<file path="src/rtl/rgb_led_pkg.sv">
// Shared constants for the RGB blink controller: FSM state encodings, display modes, colours.
package rgb_led_pkg;

  localparam logic [1:0] StDisplay  = 2'd0;
  localparam logic [1:0] StFlashOn  = 2'd1;
  localparam logic [1:0] StFlashOff = 2'd2;

  localparam logic [1:0] MODE_HISTORY = 2'd0;
  localparam logic [1:0] MODE_BLINK   = 2'd1;
  localparam logic [1:0] MODE_OFF     = 2'd2;
  localparam logic [1:0] MODE_SOLID   = 2'd3;

  localparam int unsigned COLOR_OFF = 0;

endpackage

</file>
<file path="src/rtl/rgb_blink_ctrl_if.sv">
// Game-logic side bundle for rgb_blink_ctrl. dim_level exists only when RGB_PWM_EN is defined.
interface rgb_blink_ctrl_if #(
  parameter int unsigned NUM_LEDS = 4,
  parameter int unsigned COLOR_W  = 3,
  parameter int unsigned PWM_W    = 4
);
  logic [1:0]                  mode;
  logic [NUM_LEDS-1:0]         blink_mask;
  logic [NUM_LEDS*COLOR_W-1:0] guess_rgb;
  logic [NUM_LEDS*COLOR_W-1:0] history_rgb;
  logic [COLOR_W-1:0]          flash_rgb;
  logic                        flash_start;
  logic                        flash_busy;
  logic                        flash_done;
  logic                        blink_phase;
  logic [NUM_LEDS*COLOR_W-1:0] rgb_out;

`ifdef RGB_PWM_EN
  logic [PWM_W-1:0]            dim_level;

  modport master (
    output mode, blink_mask, guess_rgb, history_rgb, flash_rgb, flash_start, dim_level,
    input  flash_busy, flash_done, blink_phase, rgb_out
  );

  modport slave (
    input  mode, blink_mask, guess_rgb, history_rgb, flash_rgb, flash_start, dim_level,
    output flash_busy, flash_done, blink_phase, rgb_out
  );
`else
  logic unused_pwm_w;
  assign unused_pwm_w = ^PWM_W;

  modport master (
    output mode, blink_mask, guess_rgb, history_rgb, flash_rgb, flash_start,
    input  flash_busy, flash_done, blink_phase, rgb_out
  );

  modport slave (
    input  mode, blink_mask, guess_rgb, history_rgb, flash_rgb, flash_start,
    output flash_busy, flash_done, blink_phase, rgb_out
  );
`endif

endinterface

</file>
<file path="src/rtl/blink_timebase.sv">
// Blink half-period counter: cnt runs 0..HALF_PERIOD-1, phase toggles on wrap.
// clear_i restarts the half-period with cnt=0 and phase on.
module blink_timebase #(
  parameter int unsigned HALF_PERIOD = 8
) (
  input  logic blink_clk,
  input  logic rst,
  input  logic clear_i,
  output logic wrap_o,
  output logic phase_o
);

  localparam int unsigned CntW = (HALF_PERIOD > 2) ? $clog2(HALF_PERIOD) : 1;

  logic [CntW-1:0] cnt_q, cnt_d;
  logic            phase_q, phase_d;

  assign wrap_o  = (cnt_q == CntW'(HALF_PERIOD - 1));
  assign phase_o = phase_q;

  always_comb begin
    cnt_d   = cnt_q + CntW'(1);
    phase_d = phase_q;
    if (clear_i) begin
      cnt_d   = '0;
      phase_d = 1'b1;
    end else if (wrap_o) begin
      cnt_d   = '0;
      phase_d = ~phase_q;
    end
  end

  always_ff @(posedge blink_clk) begin
    if (rst) begin
      cnt_q   <= '0;
      phase_q <= 1'b1;
    end else begin
      cnt_q   <= cnt_d;
      phase_q <= phase_d;
    end
  end

endmodule

</file>
<file path="src/rtl/rgb_blink_ctrl.sv">
// N-LED RGB output stage: history / guess / flash source select with registered outputs.
// Optional brightness gating is compiled in with RGB_PWM_EN.
module rgb_blink_ctrl
  import rgb_led_pkg::*;
#(
  parameter int unsigned NUM_LEDS    = 4,
  parameter int unsigned COLOR_W     = 3,
  parameter int unsigned HALF_PERIOD = 8,
  parameter int unsigned FLASH_COUNT = 3,
  parameter int unsigned PWM_W       = 4
) (
  input  logic            blink_clk,
  input  logic            rst,
  rgb_blink_ctrl_if.slave bus
);

  localparam int unsigned RgbW = NUM_LEDS * COLOR_W;
  localparam int unsigned FcW  = (FLASH_COUNT > 1) ? $clog2(FLASH_COUNT + 1) : 1;

  logic [1:0]      state_q, state_d;
  logic [FcW-1:0]  fc_q, fc_d;
  logic            flash_busy_q, flash_busy_d;
  logic            flash_done_q, flash_done_d;
  logic [RgbW-1:0] rgb_q, rgb_d;
  logic [RgbW-1:0] led_drive;
  logic            tb_wrap, tb_phase, tb_clear;

  blink_timebase #(
    .HALF_PERIOD (HALF_PERIOD)
  ) u_timebase (
    .blink_clk (blink_clk),
    .rst       (rst),
    .clear_i   (tb_clear),
    .wrap_o    (tb_wrap),
    .phase_o   (tb_phase)
  );

  always_comb begin
    state_d      = state_q;
    fc_d         = fc_q;
    flash_done_d = 1'b0;
    case (state_q)
      StDisplay: begin
        // The cycle flash_done is high still reads as DISPLAY; refuse starts there.
        if (bus.flash_start && !flash_done_q) begin
          state_d = StFlashOn;
          fc_d    = FcW'(FLASH_COUNT);
        end
      end
      StFlashOn: begin
        if (tb_wrap) state_d = StFlashOff;
      end
      StFlashOff: begin
        if (tb_wrap) begin
          fc_d = fc_q - FcW'(1);
          if (fc_q == FcW'(1)) begin
            state_d      = StDisplay;
            flash_done_d = 1'b1;
          end else begin
            state_d = StFlashOn;
          end
        end
      end
      default: state_d = StDisplay;
    endcase
  end

  assign tb_clear     = (state_d == StFlashOn) && (state_q != StFlashOn);
  assign flash_busy_d = (state_d != StDisplay);

  for (genvar i = 0; i < NUM_LEDS; i++) begin : g_led
    logic [COLOR_W-1:0] led;

    always_comb begin
      led = COLOR_W'(COLOR_OFF);
      case (state_q)
        StFlashOn:  led = bus.flash_rgb;
        StFlashOff: led = COLOR_W'(COLOR_OFF);
        default: begin
          unique case (bus.mode)
            MODE_HISTORY: led = bus.history_rgb[i*COLOR_W +: COLOR_W];
            MODE_BLINK: begin
              if (tb_phase || !bus.blink_mask[i]) led = bus.guess_rgb[i*COLOR_W +: COLOR_W];
            end
            MODE_OFF:     led = COLOR_W'(COLOR_OFF);
            MODE_SOLID:   led = bus.guess_rgb[i*COLOR_W +: COLOR_W];
          endcase
        end
      endcase
    end

    assign led_drive[i*COLOR_W +: COLOR_W] = led;
  end

`ifdef RGB_PWM_EN
  logic [PWM_W-1:0] pwm_cnt_q, pwm_cnt_d;
  logic             pwm_pass;

  assign pwm_cnt_d = pwm_cnt_q + PWM_W'(1);
  // Full-scale dim_level must be steady on, not on for all but one count.
  assign pwm_pass  = (pwm_cnt_q < bus.dim_level) || (&bus.dim_level);
  assign rgb_d     = pwm_pass ? led_drive : '0;

  always_ff @(posedge blink_clk) begin
    if (rst) pwm_cnt_q <= '0;
    else     pwm_cnt_q <= pwm_cnt_d;
  end
`else
  logic unused_pwm_w;
  assign unused_pwm_w = ^PWM_W;
  assign rgb_d        = led_drive;
`endif

  always_ff @(posedge blink_clk) begin
    if (rst) begin
      state_q      <= StDisplay;
      fc_q         <= '0;
      flash_busy_q <= 1'b0;
      flash_done_q <= 1'b0;
      rgb_q        <= '0;
    end else begin
      state_q      <= state_d;
      fc_q         <= fc_d;
      flash_busy_q <= flash_busy_d;
      flash_done_q <= flash_done_d;
      rgb_q        <= rgb_d;
    end
  end

  assign bus.flash_busy  = flash_busy_q;
  assign bus.flash_done  = flash_done_q;
  assign bus.blink_phase = tb_phase;
  assign bus.rgb_out     = rgb_q;

endmodule

</file>
<file path="src/flat_wrapper.sv">
// flat-port wrapper written by rule: the top's interface ports become plain ports
module rgb_blink_ctrl_flat import rgb_led_pkg::*;
#(
  parameter int unsigned NUM_LEDS    = 4,
  parameter int unsigned COLOR_W     = 3,
  parameter int unsigned HALF_PERIOD = 8,
  parameter int unsigned FLASH_COUNT = 3,
  parameter int unsigned PWM_W       = 4
)
  (blink_clk, rst, bus_mode, bus_blink_mask, bus_guess_rgb, bus_history_rgb, bus_flash_rgb, bus_flash_start, bus_flash_busy, bus_flash_done, bus_blink_phase, bus_rgb_out);
  rgb_blink_ctrl_if #(.NUM_LEDS(NUM_LEDS), .COLOR_W(COLOR_W), .PWM_W(PWM_W)) bus_i ();
  input  logic blink_clk;
  input  logic rst;
  input wire logic [$bits(bus_i.mode)-1:0] bus_mode;
  input wire logic [$bits(bus_i.blink_mask)-1:0] bus_blink_mask;
  input wire logic [$bits(bus_i.guess_rgb)-1:0] bus_guess_rgb;
  input wire logic [$bits(bus_i.history_rgb)-1:0] bus_history_rgb;
  input wire logic [$bits(bus_i.flash_rgb)-1:0] bus_flash_rgb;
  input wire logic [$bits(bus_i.flash_start)-1:0] bus_flash_start;
  output wire logic [$bits(bus_i.flash_busy)-1:0] bus_flash_busy;
  output wire logic [$bits(bus_i.flash_done)-1:0] bus_flash_done;
  output wire logic [$bits(bus_i.blink_phase)-1:0] bus_blink_phase;
  output wire logic [$bits(bus_i.rgb_out)-1:0] bus_rgb_out;
  assign bus_i.mode = bus_mode;
  assign bus_i.blink_mask = bus_blink_mask;
  assign bus_i.guess_rgb = bus_guess_rgb;
  assign bus_i.history_rgb = bus_history_rgb;
  assign bus_i.flash_rgb = bus_flash_rgb;
  assign bus_i.flash_start = bus_flash_start;
  assign bus_flash_busy = bus_i.flash_busy;
  assign bus_flash_done = bus_i.flash_done;
  assign bus_blink_phase = bus_i.blink_phase;
  assign bus_rgb_out = bus_i.rgb_out;
  rgb_blink_ctrl #(.NUM_LEDS(NUM_LEDS), .COLOR_W(COLOR_W), .HALF_PERIOD(HALF_PERIOD), .FLASH_COUNT(FLASH_COUNT), .PWM_W(PWM_W)) u_core (.blink_clk(blink_clk), .rst(rst), .bus(bus_i));
endmodule
</file>
<file path="config.mk">
export PLATFORM = sky130hd
export DESIGN_NAME = rgb_blink_ctrl_flat
export DESIGN_NICKNAME = d
export VERILOG_FILES = /design/src/rtl/rgb_led_pkg.sv /design/src/rtl/rgb_blink_ctrl_if.sv /design/src/rtl/blink_timebase.sv /design/src/rtl/rgb_blink_ctrl.sv /design/src/flat_wrapper.sv
export SDC_FILE = /design/constraint.sdc
export NUM_CORES = 1
export LEC_CHECK = 0
export ABC_AREA = 1
export BUFFER_PORTS_ARGS = -buffer_cell sky130_fd_sc_hd__buf_2
export CORE_MARGIN = 5
export CORE_UTILIZATION = 50
export CTS_CLUSTER_SIZE = 40
export DETAILED_ROUTE_END_ITERATION = 16
export HOLD_SLACK_MARGIN = 0.1
export PLACE_DENSITY_LB_ADDON = 0.1
export SYNTH_ARGS = -nofsm -noshare
export SYNTH_HDL_FRONTEND = slang
export SYNTH_HIERARCHICAL = 1
export SYNTH_SLANG_ARGS = --single-unit
</file>
<file path="constraint.sdc">
create_clock -name blink_clk -period 2.37 [get_ports blink_clk]
set_clock_uncertainty 0.15 [all_clocks]
set_input_delay 0.237 -clock blink_clk [delete_from_list [all_inputs] [get_ports blink_clk]]
set_output_delay 0.237 -clock blink_clk [all_outputs]
set_load 0.01 [all_outputs]
</file>
* Word-level counts from Yosys, hierarchy flattened *
Cells that the tools add are included.

storage, ports and cells
  input port bits = 36
  output and inout port bits = 15
  logic and storage cells = 63
  flip-flop bits (word level) = 22

cells by class
  muxes and demuxes = 21
  bitwise logic cells = 3
  add/sub/neg operators = 2
  reduce and logical (&&, ||, !) cells = 19
  equality and inequality tests = 11

operator list
  operator             count
  $pmux 3 s4           4
  $pmux 3 s2           4
  $mux 3               4
  $mux 2               5
  $eq 2x1->1 const B   4
  $eq 2x2->1 const B   3
  $ne 2x1->1 const B   3
  $pmux 2 s3           1
  $reduce_or 3->1      2
  $logic_not 1->1      5
  $logic_not 2->1      2
  $logic_or 1x1->1     4
  $pmux 2 s2           1
  $reduce_bool 2->1    2
  $add 3x1->3 const B  1
  $eq 3x3->1 const B   1
  $not 1->1            3
  $reduce_and 3->1     1
  $logic_and 1x1->1    2
  $mux 1               2
  $reduce_or 2->1      1
  $sub 2x1->2 const B  1

* Depth between registers and ports, before layout *
  depth in word-level cells = 7
  gate-level depth with buffers = 11
  gate-level depth less buffers = 11

* Hierarchy *
The synthesis kept the hierarchy.

by module, submodules not included
  module          sequential area each (sq um)  area each (sq um)  cells each  times used
  rgb_blink_ctrl  360.3                         993.5              163         1
  blink_timebase  80.1                          172.7              20          1

* Worst setup path before layout *
Ideal clock, no wire load.

  path kind = flip-flop to flip-flop
  start point = register u_core.u_timebase.cnt_q[0]
  end point = register u_core.u_timebase.phase_q, in the netlist u_core/u_timebase/phase_o
  stages on the path, launching flop included = 11
  buffers on the path = 0
  arrival = 1.277 ns
  path slack = 0.822 ns
  data required time = 2.099 ns
  setup time = 0.121 ns
  clock period less this slack = 1.548 ns
  path through = dfxtp_1 ha_1 ha_1 nand2_1 inv_1 nand2_1 nand3_1 nand2_1 nor2_1 nor2_2 nand3_1

on the way
  longest elaborated chain between the ends = 6
  elaborated cells on any way between the ends = 7
  those cells by class = 2 x eq/ne; 3 x mux; 2 x reduce/logical

ends and longest elaborated chain
  element                             RTL line                                    RTL
  start: declaration                  blink_timebase.sv:15                        logic [CntW-1:0] cnt_q, cnt_d;
  start signal: assignment            blink_timebase.sv:38                        cnt_q <= cnt_d;
  $eq 3x3->1 *                        blink_timebase.sv:18                        assign wrap_o = (cnt_q == CntW'(HALF_PERIOD - 1));
  net u_core.tb_wrap                  rgb_blink_ctrl.sv:26                        logic tb_wrap, tb_phase, tb_clear;
  $mux 2, on equally long branches    rgb_blink_ctrl.sv:54, rgb_blink_ctrl.sv:51
  $pmux 2 s3 *                        rgb_blink_ctrl.sv:42                        case (state_q)
  $eq 2x1->1 *                        rgb_blink_ctrl.sv:68                        assign tb_clear = (state_d == StFlashOn) && (state_q != StFlashOn);
  $logic_and 1x1->1 *                 rgb_blink_ctrl.sv:68
  net u_core.tb_clear                 rgb_blink_ctrl.sv:26
  $reduce_or 2->1 (no source line) *  n/a
  end signal: assignment              blink_timebase.sv:39                        phase_q <= phase_d;
  end: declaration                    blink_timebase.sv:16                        logic phase_q, phase_d;

Mark *: on every way through the listed nets, which the timed path passes. The rest lies on a longest branch.
A chain may end at the register's enable or synchronous reset.

* Final worst setup path *
  start point = register u_core.u_timebase.cnt_q[0]
  end point = register u_core.u_timebase.cnt_q[0]

on the way
  longest elaborated chain between the ends = 6
  elaborated cells on any way between the ends = 8
  those cells by class = 1 x add/sub; 2 x eq/ne; 3 x mux; 2 x reduce/logical

ends and longest elaborated chain
  element                             RTL line
  $eq 3x3->1 *                        blink_timebase.sv:18
  net u_core.tb_wrap                  rgb_blink_ctrl.sv:26
  $mux 2, on equally long branches    rgb_blink_ctrl.sv:54, rgb_blink_ctrl.sv:51
  $pmux 2 s3 *                        rgb_blink_ctrl.sv:42
  $eq 2x1->1 *                        rgb_blink_ctrl.sv:68
  $logic_and 1x1->1 *                 rgb_blink_ctrl.sv:68
  net u_core.tb_clear                 rgb_blink_ctrl.sv:26
  $reduce_or 3->1 (no source line) *  n/a

Marked as above.

==> summary.md <==
| Metric | Value |
|---|---|
| Placeable Area | 2210 um^2 |
| R2R depth | 11 |
| Final hold violations | 0 |
| Area of the multi-input gates | 596 um^2 |
| Initial cell density of the core | 52.7% |
| FF+latch count, synth | 22 |
| Synthesized area per cell | 6.37 um^2 |
| DR vias/cell | 4.61 |
| Status | completed |
| Die area | 3400 um^2 |
| Vias in the first global route | around 1200 |
| Worst hold margin | approximately 0.12 ns |
| IO Pins | 51 |
| Initial DRC Count | 19 |
| Mapped Area | between 1000 and 1500 um^2 |
| Total global-route track usage | 16.7% |
| Clk root buf | clkbuf_4 |
| Leakage power | 0.917 nW |
| Start point of the critical path | u_core/u_timebase/cnt_q[0] |
| Die Wd | 58.3 um |
| Share of cells above drive strength 1 | 24.6% |
| Crit-path leading delay family | simple AND/OR/NAND/NOR gates |
| Post-CTS sizing | 0 |
| Worst R2R Start | u_core/u_timebase/cnt_q[0] |
| Final wirelength | 2690 um |
| Synthesis-to-layout area growth | 26.5% |
| Hold path startpoint | bus_history_rgb[9] |
| Final period utilization | 74.4% |
| Pin count of the biggest net entering global routing | 18 |
| Die height | 58.3 um |
| Most common library cell in the layout ignoring fill and taps | nand2_1 |
| CP Data Required Time | 2.47 ns |
| Dpl cells | 256 |
| Post-route ant nets | 0 |
| Min-delay worst type | in2reg |
| # diodes | 0 |
| Slew margin rel. | ~72% |
| Fillcell total | 206 |
| Final net count | 277 |
| Pre-antenna DRT Iters | 4 |
| Htree depth | 1 |
| Cts hold-fix bufs | 0 |
| Post-CTS setup buffer count | 0 |
| Routed WL per cell | around 10 um |
| CP most frequent cell | nand2_1 |
| Most frequent cells in the layout | nand2_1 (81), buf_2 (50), inv_1 (27), dfxtp_1 (22), a21oi_1 (14) |
| Global route total overflow | 0 |
| DR vias | about 1200 |
| First-pass GRT wire length | 4490 um |
| WHS Endpoint | u_core/bus.rgb_out[9] |
| Crit. End Element | flop |
| Final core occ | between 60% and 70% |
| Max-cap viol count | 0 |
| Crit path largest cell delay | around 0.34 ns |
| F_max | 567 MHz |
| Setup ws final | 0.606 ns |
| CP max FO | 5 |
| Num rows | 17 |
| Unique masters post-synth | 14 |
| Syn_nets | 227 |
| GPL Wtd Cong | roughly 0.8 |
| CTS Buffer Depth | 2 |
| Setup CP Type | reg2reg |
| Residual DRC | 0 |
| Reg2reg end | u_core/u_timebase/cnt_q[0] |
| HPWL Detailed | 2280 um |
| Clk sink count | 22 |
| Number of buffers created by CTS | 3 |
| CTS tree | built |
| Clock Pin Slew Worst Setup and Hold Paths | 0.11 ns |
| Critical path launch point type | flop |
| RSZ-0062 raised after global routing | no |
| Sequential fraction of the synthesis area | 37.8% |
| Crit path cell chain | ha_1, ha_1, nand2_1, inv_1, nand2_1, nand3_1, nand2_1, nor2_1, nor2_2, nand2_2, nor2_1 |
| WP buf/inv | 1 |
| Worst slack, placed | 0.653 ns |
| Post-Synthesis Cells | 183 |
| Clk_lat worst skew | 0.30 ns |
| Final setup violation count | 0 |
| Flop-to-flop setup slack | roughly 0.61 ns |
| TNS Setup | 0 ns |
| Initial antenna violation count | 0 |
| Hold Path Depth | 5 |
| Buffers on Ports | 50 |
| Pwr dens | 574 nW/um^2 |
| Worst EP arrival | 1.86 ns |
| Worst slew pin tran | 0.421 ns |
| Crit path time final | 1.76 ns |
| Syn. warnings | 6 |
| Register area | 440 um^2 |
| Max IR drop VDD | 0.309 mV |
| Worst-path cell with the longest stage delay | dfxtp_1 |
| Non-Filler Instances | between 200 and 300 |
| Fin. max-slew vios | 0 |
-- synth_stat cells --
cell      instances  area, um^2
nand2_1          81         304
inv_1            27         101
dfxtp_1          22         440
a21oi_1          14        70.1
nor2_1           10        37.5
ha_1              8         100
nand3_1           8        40.0
o21ai_0           3        15.0
buf_2             2        10.0
buf_4             2        15.0
nor2_2            2        12.5
nor3_1            2        10.0
clkbuf_1          1        3.75
nand2_2           1        6.26
-- per-stage QoR --
stage	power (mW)	instance area, um^2
floorplan	0.515	1170
global placement	0.570	1420
detailed placement	0.577	1420
CTS	0.855	1480
global route	0.894	1480
finish	0.846	1480
-- area by class of cell --
class                      instances  area share [%]
sequential                        22            29.9
multi-input combinational        129            40.4
timing repair buffer              50            17.0
clock inverter                     1            2.04
clock buffer                       3            1.53
tap                               28            2.37
inverter                          27            6.87
-- worst register-to-register path: stages (launching register included) --
cell and delay (ns):
dfxtp_1 0.34, ha_1 0.22, ha_1 0.25, nand2_1 0.12
inv_1 0.06, nand2_1 0.06, nand3_1 0.09, nand2_1 0.07
nor2_1 0.04, nor2_2 0.14, nand2_2 0.08, nor2_1 0.09
-- flip-flops by register name (all words and copies together) (netlist names) --
signal / flops
u_core/u_timebase/cnt_q: 3
u_core/bus.flash_done: 1
u_core/bus.rgb_out: 12
u_core/u_timebase/phase_o: 1
u_core/state_q: 2
u_core/bus.flash_busy: 1
u_core/fc_q: 2
-- kinds of logic (layout without fill, tap and decap cells) --
family	Yosys count	after routing	synth area share, %
and+or+nand+nor	104	104	35.2
buffers and inverters	32	81	11.2
DFF	22	22	37.8
AOI/OAI and AO/OA	17	17	7.30
adders and majority gates	8	8	8.58
-- metal layers --
metal	global-route usage [%]	wire [um]
met2	29.5	1240
met4	5.96	30
met3	4.61	225
met1	19.2	1200
met5	0	0
-- worst max path at each step --
stage	end	slack [ns]	depth (start not counted)
after floorplan	u_core/u_timebase/phase_o	0.82	10
after global placement	u_core/u_timebase/cnt_q[0]	0.73	11
after detailed placement	u_core/u_timebase/cnt_q[0]	0.65	11
after CTS	u_core/u_timebase/cnt_q[0]	0.62	11
after global routing	u_core/u_timebase/cnt_q[2]	0.40	11
final	u_core/u_timebase/cnt_q[0]	0.61	11
-- power breakdown --
group          leakage, nW  total (mW)  switching (mW)  internal, mW
registers            0.181       0.406         0.00986         0.397
clock network       0.0279       0.278           0.107         0.171
logic                0.708       0.162          0.0932        0.0684
total                0.917       0.846           0.210         0.636
Note: power is estimated with default switching activity, not from simulation.
